--- src/rtl/bcd_serializer.sv ---
// BCD digit serializer: a small digit FIFO feeding a 4-bit shift register
// that emits one digit every four cycles, LSB first, with filler frames
// (digit_valid low) whenever the FIFO is empty.
// Optional build macro: BCD_CHECK_EN rejects digits above 9 and raises a
// sticky err flag; without it err is tied low and any 4-bit code is sent.
module bcd_serializer #(
  parameter int DEPTH = 4
) (
  input  logic                     clk,
  input  logic                     reset,
  input  logic [3:0]               in_digit,
  input  logic                     in_valid,
  output logic                     in_ready,
  output logic                     ser_out,
  output logic                     frame_start,
  output logic                     digit_valid,
  output logic [$clog2(DEPTH):0]   fifo_count,
  output logic                     err
);

  localparam int AW = $clog2(DEPTH);
  localparam int CW = AW + 1;

  typedef enum logic [1:0] {B0, B1, B2, B3} phase_t;

  phase_t          phase;
  phase_t          phase_next;
  logic [3:0]      shreg;
  logic            dv_q;
  logic [3:0]      mem [DEPTH];
  logic [AW-1:0]   wr_ptr;
  logic [AW-1:0]   rd_ptr;
  logic [CW-1:0]   count;
  logic            push;
  logic            store;
  logic            pop;
  logic            digit_ok;

  // The handshake completes whenever there is room; only acceptable digits
  // are actually written, and the head is consumed on every B3 edge.
  assign in_ready = (count < CW'(DEPTH));
  assign push     = in_valid && in_ready;
`ifdef BCD_CHECK_EN
  assign digit_ok = (in_digit <= 4'd9);
`else
  assign digit_ok = 1'b1;
`endif
  assign store    = push && digit_ok;
  assign pop      = (phase == B3) && (count != '0);

  assign ser_out     = shreg[0];
  assign digit_valid = dv_q;
  assign fifo_count  = count;

  // Phase register: free-running frame counter, cleared to B0 on reset.
  always_ff @(posedge clk) begin
    if (!reset) phase <= B0;
    else        phase <= phase_next;
  end

  // Phase sequencing never stalls; frame_start marks the first bit slot.
  always_comb begin
    phase_next  = B0;
    frame_start = 1'b0;
    case (phase)
      B0: begin
        phase_next  = B1;
        frame_start = 1'b1;
      end
      B1:      phase_next = B2;
      B2:      phase_next = B3;
      B3:      phase_next = B0;
      default: phase_next = B0;
    endcase
  end

  // Digit storage; stale contents are harmless since pointers are reset.
  always_ff @(posedge clk) begin
    if (store) mem[wr_ptr] <= in_digit;
  end

  // FIFO pointers and occupancy; pointers wrap naturally at DEPTH.
  always_ff @(posedge clk) begin
    if (!reset) begin
      wr_ptr <= '0;
      rd_ptr <= '0;
      count  <= '0;
    end else begin
      if (store) wr_ptr <= wr_ptr + AW'(1);
      if (pop)   rd_ptr <= rd_ptr + AW'(1);
      case ({store, pop})
        2'b10:   count <= count + CW'(1);
        2'b01:   count <= count - CW'(1);
        default: count <= count;
      endcase
    end
  end

  // Shift register: load the head (or filler) in B3, shift right otherwise.
  always_ff @(posedge clk) begin
    if (!reset) begin
      shreg <= 4'b0000;
      dv_q  <= 1'b0;
    end else if (phase == B3) begin
      if (count != '0) begin
        shreg <= mem[rd_ptr];
        dv_q  <= 1'b1;
      end else begin
        shreg <= 4'b0000;
        dv_q  <= 1'b0;
      end
    end else begin
      shreg <= {1'b0, shreg[3:1]};
    end
  end

`ifdef BCD_CHECK_EN
  logic err_q;

  // Sticky error: any rejected digit latches err until the next reset.
  always_ff @(posedge clk) begin
    if (!reset)                err_q <= 1'b0;
    else if (push && !digit_ok) err_q <= 1'b1;
  end

  assign err = err_q;
`else
  assign err = 1'b0;
`endif

endmodule

--- config.mk ---
export PLATFORM = sky130hd
export DESIGN_NAME = bcd_serializer
export DESIGN_NICKNAME = d
export VERILOG_FILES = /design/src/rtl/bcd_serializer.sv
export SDC_FILE = /design/constraint.sdc
export NUM_CORES = 1
export LEC_CHECK = 0
export CORE_MARGIN = 4
export CORE_UTILIZATION = 30
export CTS_CLUSTER_DIAMETER = 40
export DETAILED_ROUTE_END_ITERATION = 10
export HOLD_SLACK_MARGIN = 0.12
export PLACE_DENSITY = 0.46
export SETUP_SLACK_MARGIN = 0.2
export SYNTH_ARGS = -nofsm -noshare
export SYNTH_HDL_FRONTEND = slang
export SYNTH_SLANG_ARGS = --single-unit
--- constraint.sdc ---
create_clock -name clk -period 5.1 [get_ports clk]
set_input_delay 1.53 -clock clk [delete_from_list [all_inputs] [get_ports clk]]
set_output_delay 1.53 -clock clk [all_outputs]
set_load 0.05 [all_outputs]
==> impl_metrics.csv <==
group,metric,value,unit
outcome,status,"completed",
critical_path,path_cells,"clkdlybuf4s50_1 -> nor2b_1 -> inv_1 -> ha_1 -> inv_1 -> fa_1 -> xor2_1 -> or3_1 -> a21oi_1",
yosys,yosys_warnings,0,
floorplan,rows,23,
finish,syn_to_final_growth,19.5,%
sta,holdWs,0.490,ns
floorplan,core_area,0.00412,mm²
finish,nFillCells,415,
detailed_routing,drc_errors,0,
critical_path,path_common_cell,"inv_1",
sta,rsz0062_at_grt,"no",
global_route,grt_util_all_layers,0.0901,
place,routabilityCongestion,0.680,
finish,fin_util,0.380,
global_route,grt_antenna_before_repair,0,
floorplan,die_h,74.0,µm
global_route,met1_usage,0.105,
floorplan,num_io_pins,15,
finish,finalInstanceArea,0.00156,mm²
power,ir_drop,164,µV
global_route,grt_use_met3,0.0486,
floorplan,dieArea,0.00548,mm²
clock_network,htreeDepth,2,
sta,max-slew-margin-rel,0.662,
sta,finalSetupTns,0,ns
finish,final_nets,130,
finish,layout_common_cells,"dfxtp_1 (16), edfxtp_1 (16), nor2_1 (14)",
sta,fmax,0.311,GHz
place,placed_cell_area,0.00148,mm²
clock_network,tritoncts,"yes",
floorplan,die_w,74.0,µm
clock_network,cts_buffers,5,
power,p_leak,0.000581,µW
clock_network,cts_sinks,32,
floorplan,start_util,0.318,
critical_path,crit_path_start_kind,"input pin",
critical_path,arrival,3.43,ns
sta,setup_ws,1.88,ns
critical_path,path_max_fanout,7,
detailed_routing,drtIter0Drc,59,
sta,slew_violations,0,
global_route,grtUsageMet2,0.133,
finish,antenna_cells,0,
run,cap_viol_max_count,0,
critical_path,crit_type,"in2reg",
detailed_routing,dr.pass1.iters,2,
hold_path,min_path_type,"reg2reg",
detailed_routing,ant_nets,0,
global_route,grt-ovfl-total,0,
critical_path,end_kind,"register",
place,io_buffer_count,13,
yosys,synth-seq-cells,32,
critical_path,slowest_stage,"clkdlybuf4s50_1",
clock_network,cts-root-buf,"clkbuf_8",
global_route,grt_max_degree,14,
sta,final.setup_skew,0.00421,ns
detailed_routing,wl,2.09,mm
yosys,synth_fp_nets,114,
place,dp_hpwl,1.49,mm
clock_network,clkSlewWorstSetupHoldPaths,0.06,ns
yosys,syn_area_per_cell,13.3,µm²
sta,worst_pin_slew,0.506,ns
global_route,grt_first_pass_wirelength,3.44,mm
detailed_routing,wl_per_cell,12.7,µm
detailed_routing,via_per_inst,4.41,
global_route,grt_busiest_layer,"met2",
yosys,ys_seq_area_frac,0.612,
power,powerDensity,378,mW/mm²
sta,setup_viol,0,
clock_network,cts_hold_buf,0,
clock_network,clock_latency,0.28,ns
sta,period_share,0.631,
yosys,netlist_area,0.00131,mm²
critical_path,max_stage_delay,0.44,ns
yosys,synth_cell_type_count,23,
sta,min_period,3.22,ns
sta,hold_viol,0,
finish,drive_above_1_share,0.0609,
critical_path,rrSetupSlack,2.88,ns
yosys,syn_inst,98,
detailed_routing,dr_total_vias,728,
global_route,first_global_vias,726,
clock_network,cts_setup_buffers,0,
clock_network,cts_buffer_depth,2,
place,dpl_worst_slack,1.56,ns
critical_path,crit_required,5.31,ns
clock_network,cts_resized,0,
final timing paths:
check / startpoint / endpoint / cells past startpoint
setup / recovery: in_valid / fifo_count[2] / 9
hold / removal: shreg[2] / shreg[1] / 2
setup reg to reg: phase[1] / fifo_count[2] / 8
hold reg to reg: shreg[2] / shreg[1] / 2
state kept, by name, indices dropped and copies added (netlist names), named ones only:
name         count
digit_valid      1
shreg            4
rd_ptr           2
fifo_count       3
phase            2
wr_ptr           2
mem             16
routing by layer:
layer | up-vias | wire (µm)
met5 | - | 0
met4 | 0 | 46
met3 | 7 | 128
met2 | 12 | 1000
met1 | 345 | 919
li1 | 364 | -
cell families after synthesis:
kind of cell | share of synthesized area
adder cells (fa/ha/maj) | 0.0919
XOR/XNOR | 0.0335
multiplexers | 0.0880
AND/OR/NAND/NOR | 0.0785
flip-flops | 0.612
buffers and inverters | 0.0469
AO/OA/AOI/OAI | 0.0459
other | 0.00287
power breakdown:
group	internal [µW]	switching, µW	leakage (µW)
Combinational	41.7	65.2	0.000259
Clock	92.3	88.5	0.0000453
Sequential	290	13.2	0.000277
Total	424	167	0.000581
synthesized netlist by cell type:
library cell  count  share of area
mux4_1            4          0.080
a22oi_1           3          0.017
and3_1            1         0.0048
fa_1              1          0.015
a21oi_1           3          0.011
and2_1            5          0.024
buf_4             1         0.0057
mux2i_1           1         0.0077
dfxtp_1          16           0.24
inv_1            11          0.032
xor2_1            3          0.020
edfxtp_1         16           0.37
or3_1             1         0.0048
o31a_1            1         0.0067
nor2_1           14          0.040
ha_1              8          0.077
buf_2             1         0.0038
clkbuf_1          2         0.0057
nor2b_1           1         0.0048
xnor2_1           2          0.013
o21ai_0           1         0.0038
conb_1            1         0.0029
o311ai_0          1         0.0067
critical path: cells and delay by family:
family,cells,cell delay [ns]
compound gates,1,0.14
xor+xnor,1,0.07
fa+ha+maj,2,0.41
buf+inv,3,0.60
simple gates,2,0.67
area by class of cell:
| type | count | area, µm² | share of cell area |
|---|---|---|---|
| inverters | 11 | 41.3 | 0.0264 |
| repair buffers | 13 | 130 | 0.0833 |
| clock inverters | 3 | 13.8 | 0.00881 |
| flip-flops and latches | 32 | 801 | 0.512 |
| well taps | 50 | 62.6 | 0.0400 |
| multi-input cells | 51 | 445 | 0.285 |
| clock buffers | 5 | 68.8 | 0.0440 |
stage by stage:
step                total power, µW  cells
floorplan                       386     98
global placement                417    157
detailed placement              418    157
CTS                             603    165
global route                    628    165
finish                          591    165
Note: power is estimated with default switching activity, not from simulation.
